$ cat src/rtl/branch_seq.sv
// ---------------------------------------------------------------------------
// branch_seq
//
// Control sequencer for one instruction-fetch plus conditional-branch
// sequence. It walks T0..T6 and raises the datapath control strobes for each
// step. The condition is evaluated against Ra in T3 and latched into the CON
// flip-flop. In T6 that flop decides whether the branch target is loaded
// into the PC.
//
// Optional feature (macro BR_LINK_EN):
//   When defined, cond 110 becomes branch-and-link (always taken). An extra
//   step T4L between T3 and T4 writes the return PC into R15. This also adds
//   the ports o_link_out and o_rin.
//
// Parameters
//   DATA_W    width of the Ra operand
//   MAX_WAIT  T1 cycles without mem_ready before the fetch is aborted (1..255)
//
// Ports
//   i_clk        clock, all state changes on the rising edge
//   i_clr        synchronous active-high reset, highest priority
//   i_start      request a sequence (only looked at while idle)
//   i_cond       branch condition: 000 zr, 001 nz, 010 pl, 011 mi,
//                100 always, 101 never, 11x reserved
//   i_ra_val     Ra value on the bus, sampled in T3
//   i_mem_ready  memory read data valid during T1
//   o_pc_out .. o_c_out   datapath control strobes
//   o_con_flag   CON flip-flop
//   o_busy       high whenever not idle
//   o_done       one-cycle pulse during T6
//   o_err        sticky timeout / reserved-condition flag
//   o_state      current state encoding, for debug
//   o_link_out, o_rin     (BR_LINK_EN only) link-path strobes
// ---------------------------------------------------------------------------
module branch_seq #(
    parameter int DATA_W   = 32,
    parameter int MAX_WAIT = 15
) (
    input  logic              i_clk,
    input  logic              i_clr,
    input  logic              i_start,
    input  logic [2:0]        i_cond,
    input  logic [DATA_W-1:0] i_ra_val,
    input  logic              i_mem_ready,
    output logic              o_pc_out,
    output logic              o_mar_in,
    output logic              o_zlo_in,
    output logic              o_zlo_out,
    output logic              o_pc_in,
    output logic              o_inc_pc,
    output logic              o_read,
    output logic              o_mdr_in,
    output logic              o_mdr_out,
    output logic              o_ir_in,
    output logic              o_gra,
    output logic              o_r_out,
    output logic              o_con_in,
    output logic              o_y_in,
    output logic              o_c_out,
    output logic              o_con_flag,
    output logic              o_busy,
    output logic              o_done,
    output logic              o_err,
    output logic [3:0]        o_state
`ifdef BR_LINK_EN
    ,
    output logic              o_link_out,
    output logic              o_rin
`endif
);

    typedef enum logic [3:0] {
        S_IDLE = 4'd0,
        S_T0   = 4'd1,
        S_T1   = 4'd2,
        S_T2   = 4'd3,
        S_T3   = 4'd4,
        S_T4   = 4'd5,
        S_T5   = 4'd6,
        S_T6   = 4'd7,
        S_T4L  = 4'd8
    } state_t;

    localparam logic [7:0] LP_MAX_WAIT = 8'(MAX_WAIT);

    state_t     r_state;
    state_t     w_nextState;
    logic [7:0] r_waitCnt;
    logic       r_conFlag;
    logic       r_err;

    logic       w_conVal;
    logic       w_condReserved;
    logic       w_isLink;
    logic       w_timeout;
    logic       w_accept;

    // Condition evaluation against the Ra operand. A reserved code yields a
    // not-taken result so the PC is left alone while err gets flagged.
    always_comb begin
        w_conVal       = 1'b0;
        w_condReserved = 1'b0;
        w_isLink       = 1'b0;
        case (i_cond)
            3'b000:  w_conVal = (i_ra_val == '0);
            3'b001:  w_conVal = (i_ra_val != '0);
            3'b010:  w_conVal = ~i_ra_val[DATA_W-1];
            3'b011:  w_conVal = i_ra_val[DATA_W-1];
            3'b100:  w_conVal = 1'b1;
            3'b101:  w_conVal = 1'b0;
`ifdef BR_LINK_EN
            3'b110: begin
                w_conVal = 1'b1;
                w_isLink = 1'b1;
            end
`endif
            default: w_condReserved = 1'b1;
        endcase
    end

    // The wait counter holds the number of not-ready T1 cycles already
    // spent. The abort fires on the cycle that would bring it to MAX_WAIT.
    // A ready memory in that same cycle still wins.
    assign w_timeout = (r_state == S_T1) && !i_mem_ready
                       && ((r_waitCnt + 8'd1) == LP_MAX_WAIT);
    assign w_accept  = (r_state == S_IDLE) && i_start;

    // Next-state logic. T1 is the only step that can stretch.
    always_comb begin
        w_nextState = S_IDLE;
        case (r_state)
            S_IDLE:  w_nextState = i_start ? S_T0 : S_IDLE;
            S_T0:    w_nextState = S_T1;
            S_T1: begin
                if (i_mem_ready)
                    w_nextState = S_T2;
                else if (w_timeout)
                    w_nextState = S_IDLE;
                else
                    w_nextState = S_T1;
            end
            S_T2:    w_nextState = S_T3;
            S_T3:    w_nextState = w_isLink ? S_T4L : S_T4;
            S_T4L:   w_nextState = S_T4;
            S_T4:    w_nextState = S_T5;
            S_T5:    w_nextState = S_T6;
            S_T6:    w_nextState = S_IDLE;
            default: w_nextState = S_IDLE;
        endcase
    end

    // State, wait counter, CON flop and sticky error. clr overrides
    // everything, including a start or mem_ready seen in the same cycle.
    always_ff @(posedge i_clk) begin
        if (i_clr) begin
            r_state   <= S_IDLE;
            r_waitCnt <= 8'd0;
            r_conFlag <= 1'b0;
            r_err     <= 1'b0;
        end else begin
            r_state <= w_nextState;
            if ((r_state == S_T1) && !i_mem_ready && !w_timeout)
                r_waitCnt <= r_waitCnt + 8'd1;
            else
                r_waitCnt <= 8'd0;
            if (r_state == S_T3)
                r_conFlag <= w_conVal;
            if (w_accept)
                r_err <= 1'b0;
            else if (w_timeout || ((r_state == S_T3) && w_condReserved))
                r_err <= 1'b1;
        end
    end

    // Strobe decode from registered state only. r_waitCnt is zero exactly
    // in the first T1 cycle, which limits the PC increment write-back to once.
    always_comb begin
        o_pc_out  = 1'b0;
        o_mar_in  = 1'b0;
        o_zlo_in  = 1'b0;
        o_zlo_out = 1'b0;
        o_pc_in   = 1'b0;
        o_inc_pc  = 1'b0;
        o_read    = 1'b0;
        o_mdr_in  = 1'b0;
        o_mdr_out = 1'b0;
        o_ir_in   = 1'b0;
        o_gra     = 1'b0;
        o_r_out   = 1'b0;
        o_con_in  = 1'b0;
        o_y_in    = 1'b0;
        o_c_out   = 1'b0;
        o_done    = 1'b0;
`ifdef BR_LINK_EN
        o_link_out = 1'b0;
        o_rin      = 1'b0;
`endif
        case (r_state)
            S_T0: begin
                o_pc_out = 1'b1;
                o_mar_in = 1'b1;
                o_zlo_in = 1'b1;
                o_inc_pc = 1'b1;
            end
            S_T1: begin
                o_read    = 1'b1;
                o_mdr_in  = 1'b1;
                o_zlo_out = (r_waitCnt == 8'd0);
                o_pc_in   = (r_waitCnt == 8'd0);
            end
            S_T2: begin
                o_mdr_out = 1'b1;
                o_ir_in   = 1'b1;
            end
            S_T3: begin
                o_gra    = 1'b1;
                o_r_out  = 1'b1;
                o_con_in = 1'b1;
            end
`ifdef BR_LINK_EN
            // The return address travels over the bus through pc_out.
            // link_out is kept low so that only one bus driver is active.
            S_T4L: begin
                o_pc_out = 1'b1;
                o_rin    = 1'b1;
            end
`endif
            S_T4: begin
                o_pc_out = 1'b1;
                o_y_in   = 1'b1;
            end
            S_T5: begin
                o_c_out  = 1'b1;
                o_zlo_in = 1'b1;
            end
            S_T6: begin
                o_zlo_out = 1'b1;
                o_pc_in   = r_conFlag;
                o_done    = 1'b1;
            end
            default: ;
        endcase
    end

    assign o_con_flag = r_conFlag;
    assign o_err      = r_err;
    assign o_busy     = (r_state != S_IDLE);
    assign o_state    = r_state;

endmodule

$ cat config.mk
export PLATFORM = sky130hd
export DESIGN_NAME = branch_seq
export DESIGN_NICKNAME = d
export VERILOG_FILES = /design/src/rtl/branch_seq.sv
export SDC_FILE = /design/constraint.sdc
export NUM_CORES = 1
export LEC_CHECK = 0
export CORE_UTILIZATION = 35
export CTS_BUF_LIST = sky130_fd_sc_hd__clkbuf_8
export CTS_CLUSTER_SIZE = 16
export DETAILED_ROUTE_END_ITERATION = 8
export MAX_ROUTING_LAYER = met4
export PLACE_DENSITY = 0.83
export SLEW_MARGIN = 40
export SYNTH_ARGS = -nofsm -noshare
export SYNTH_HDL_FRONTEND = slang
export SYNTH_SLANG_ARGS = --single-unit
$ cat constraint.sdc
create_clock -name i_clk -period 4 [get_ports i_clk]
set_input_delay 0.6 -clock i_clk [delete_from_list [all_inputs] [get_ports i_clk]]
set_output_delay 0.6 -clock i_clk [all_outputs]
set_load 0.02 [all_outputs]
# ---- After elaboration in Yosys (flattened, before gate mapping)
# Cells that the tools add are included.
# W data, S select, Z words.
dict set report op_classes {
  add_sub_neg 1
  eq_ne 14
  mux 17
  n_bitwise 2
  reduce_logical 20
}
# cell n
set ops {}
lappend ops {{$logic_not A32 Y1} 1}
lappend ops {{$reduce_bool A32 Y1} 1}
lappend ops {{$pmux W3 S7} 1}
lappend ops {{$eq A4 B3 Y1 const B} 4}
lappend ops {{$mux W1} 11}
lappend ops {{$reduce_or A2 Y1} 5}
lappend ops {{$add A8 B1 Y8 const B} 1}
lappend ops {{$eq A4 B2 Y1 const B} 2}
lappend ops {{$eq A8 B4 Y1 const B} 1}
lappend ops {{$logic_not A8 Y1} 1}
lappend ops {{$eq A3 B2 Y1 const B} 2}
lappend ops {{$eq A3 B3 Y1 const B} 2}
lappend ops {{$reduce_or A6 Y1} 1}
lappend ops {{$logic_and A1 B1 Y1} 5}
lappend ops {{$pmux W1 S5} 1}
lappend ops {{$eq A4 B1 Y1 const B} 1}
lappend ops {{$eq A4 B4 Y1 const B} 1}
lappend ops {{$logic_not A4 Y1} 1}
lappend ops {{$mux W2} 2}
lappend ops {{$pmux W1 S2} 2}
lappend ops {{$reduce_bool A4 Y1} 1}
lappend ops {{$eq A3 B1 Y1 const B} 1}
lappend ops {{$logic_not A3 Y1} 1}
lappend ops {{$logic_not A1 Y1} 2}
lappend ops {{2 further kinds} 3}
dict set report word_totals {
  register_bits 14
  input_bits 39
  out_inout_bits 23
}

# ---- Longest topological paths before layout
dict set report depth {
  word_depth 7
  depth_mapped 6
  depth_no_buf 5
}

# ---- Worst setup path before layout
# Ideal clock, no wire load.
dict set report synth_path {
  path_type {register -> output}
  start {register r_state[1] (netlist: o_state[1])}
  end {output port o_pc_in}
  arrival_ps 1494
  required_ps 3400
  path_slack_ps 1906
  path_stages_with_launch 5
  n_path_buf 0
  cell_sequence {dfxtp_1 -> nand2b_1 -> nor2_1 -> nand4_1 -> o21ai_0}
}
dict set report synth_via {
  elab_chain_cells 2
}
# element line
set synth_rtl {}
lappend synth_rtl {{start, declared} 86} ;# state_t r_state;
lappend synth_rtl {{start signal, assigned} 161} ;# r_state <= w_nextState;
lappend synth_rtl {{$eq A4 B3 Y1 / $eq A4 B2 Y1 (equally long branches)} 198} ;# case (r_state)
lappend synth_rtl {{$pmux W1 S2 *} 198}
lappend synth_rtl {{end, declared} 49} ;# output logic o_pc_in,
# Mark *: on every way between the ends. The rest lies on a longest branch, timed or not.

# ---- Final worst setup path
# Ends and elaborated chain as after synthesis.

==> flow_summary.json <==
{
  "yosysWarnings": 0,
  "wl_um": 2670,
  "cts.sinks": 13,
  "fp.dieH_um": 52.9,
  "hold_class": "reg -> reg",
  "min_period_ns": 2.61,
  "syn_area_per_cell_sq_um": 8.25,
  "finalSetupTns_ns": 0,
  "synth_top_area_share_pct": 28.7,
  "antenna_found_initial": 0,
  "cp-end-kind": "output pin",
  "finalCritPeriodShare_pct": 65.2,
  "dp.cells": 192,
  "critPathBufInv": 1,
  "drt_iter0_markers": 18,
  "first_global_vias": 969,
  "synth-edff-count": 0,
  "dp_hpwl_um": 2190,
  "antenna_cells": 0,
  "start_util_pct": 37.0,
  "final_critical_path_setup_slack_ns": 1.39,
  "cpPeakStageDelay_ns": 0.62,
  "worstPathArrival_ns": 2.01,
  "vias_per_cell": 5.29,
  "required_ns": 3.40,
  "place_ws_ns": 1.68,
  "syn_nets": 152,
  "ys_types": 36,
  "overflow": 0,
  "cts_resized": 0,
  "leakage_nw": 0.554,
  "relSlewSlack_pct": 57.8,
  "holdPathEnd": "o_con_flag$_SDFFE_PP0P_",
  "yosys-top-cells-count": "dfxtp_1, nor2_1, nor4_1",
  "grt_first_pass_wirelength_um": 3930,
  "finalClockSkew_ns": 0.00336,
  "final_nets": 209,
  "r2r_setup_slack_ns": 2.41,
  "cts_setup_buffers": 0,
  "clk_latency_ns": 0.24,
  "hold_depth": 2,
  "reg2reg_depth": 5,
  "antenna_left": 0,
  "wl_per_cell_um": 13.6,
  "cp-start-kind": "flip-flop",
  "max_slew.worst_pin.slew_ns": 0.628,
  "slowest_stage": "clkdlybuf4s50_1",
  "vias": 1037,
  "timing.rr.start": "r_waitCnt[0]$_SDFF_PP0_",
  "cts_hold_buf": 0,
  "dieArea_sq_um": 2800,
  "rsz0062_at_grt": "false",
  "cts_root_buf": "clkbuf_8",
  "worstHoldStart": "o_con_flag$_SDFFE_PP0P_",
  "synth_area_sq_um": 907,
  "drc_errors": 0,
  "cap_violations": 0,
  "critical_path.top_delay_family": "buffers and inverters",
  "fmax_mhz": 383,
  "rows": 18,
  "synth_area_leader_cell": "dfxtp_1",
  "netlist_instances": 110,
  "synth-main-ff-cell": "dfxtp_1",
  "io_buffers": 60,
  "status": "finished clean",
  "cp_cell_sequence": "nand2b_1 -> nor2_1 -> nand4_1 -> o21ai_0 -> clkdlybuf4s50_1",
  "setup_viol": 0,
  "power.density_nw_per_um2": 237,
  "numCtsBuffers": 3,
  "tritoncts": "done",
  "path_max_fanout": 8,
  "maxSlewViolCount": 0,
  "ir_drop_mv": 0.287,
  "layout.cells.non_filler": 196,
  "drive_gt1_share_pct": 6.02,
  "synth_seq_area_share_pct": 28.7,
  "async_reset_ff_share_pct": 0,
  "h-tree-depth": 1,
  "clockBufferDepth": 2,
  "clkTransAtPathRegs_ns": 0.06,
  "io_pins": 62,
  "path_class": "reg -> out",
  "hold_violations": 0,
  "grt_max_degree": 11,
  "dr.pass1.iters": 4,
  "synth_seq_cells": 13,
  "routabilityCongestion": 0.794,
  "areaGrowthSynthToFinish_pct": 69.1,
  "grt_usage_pct": 19.5,
  "core_sq_um": 2450,
  "die_w_um": 52.9,
  "r2r-end": "r_waitCnt[3]$_SDFF_PP0_",
  "synth_area_leaders": "dfxtp_1, nor4_1, buf_4"
}
kinds of logic after synthesis:
family	after synthesis	synth area share, %
multiplexers	1	1.10
other	1	0.413
buffers and inverters	16	9.52
adder cells (fa/ha/maj)	3	4.14
XOR/XNOR	9	8.69
flip-flops	13	28.7
AO/OA/AOI/OAI	18	15.6
AND/OR/NAND/NOR	49	31.9
report_power, final:
group	internal [W]	switching [W]	leakage [nW]
registers	0.000133	0.00000530	0.105
logic	0.0000655	0.0000459	0.422
clock network	0.0000678	0.0000470	0.0269
total	0.000266	0.0000982	0.554
flip-flops by register name (all words and copies together), names as in the netlist:
signal	count
r_waitCnt	8
o_state	3
o_err	1
o_con_flag	1
cell usage in the layout, fill, tap and decap left out, types with 2 or more instances in the layout:
cell type and instances:
nand4_1 5, dfxtp_1 13, o21ai_0 2, ha_1 3
nor3_1 2, a31oi_1 2, nand2_1 6, clkdlybuf4s50_1 60
nor4_1 9, inv_1 8, xnor2_1 4, nor2_1 13
a211oi_1 4, a21oi_1 3, xor2_1 5, nand2b_1 3
nand3_1 3, clkbuf_8 3
how the worst max path moves through the flow:
stage	from	end	slack, ns	cells after the start
after global placement	o_state[1]$_SDFF_PP0_	o_pc_in	1.69	5
after detailed placement	o_state[1]$_SDFF_PP0_	o_pc_in	1.68	5
after global routing	o_state[1]$_SDFF_PP0_	o_pc_in	1.21	5
after floorplan	o_state[1]$_SDFF_PP0_	o_pc_in	1.91	4
final	o_state[1]$_SDFF_PP0_	o_pc_in	1.39	5
after CTS	o_state[1]$_SDFF_PP0_	o_pc_in	1.40	5
per-stage QoR:
stage | area, sq um | hold slack, ns | util (%) | total power, W
after global placement | 1490 | 0.494 | 60.7 | 0.000250
after global routing | 1530 | 0.534 | 62.5 | 0.000378
final | 1530 | 0.490 | 62.5 | 0.000364
after detailed placement | 1490 | 0.488 | 60.7 | 0.000252
after floorplan | 907 | 0.475 | - | 0.000184
after CTS | 1530 | 0.497 | 62.5 | 0.000366
cell type report:
cell class	instances	area (sq um)
inverters	8	30.0
flip-flops and latches	13	260
fillers	204	921
clock buffers	3	41.3
multi-input cells	81	561
clock inverters	1	3.75
repair buffers	60	601
well taps	30	37.5
metal layers:
layer / global-route usage (%) / vias to the layer above / routed length [um]
met5: - / - / 0
met4: 7.89 / 0 / 37
met3: 4.89 / 4 / 330
met2: 38.0 / 46 / 1380
met1: 17.7 / 486 / 916
li1: - / 501 / -
worst min-delay path, stage by stage (launching register included):
cell       delay (ns)
dfxtp_1          0.31
inv_1            0.07
a2111oi_1        0.07
Note: power is estimated with default switching activity, not from simulation.
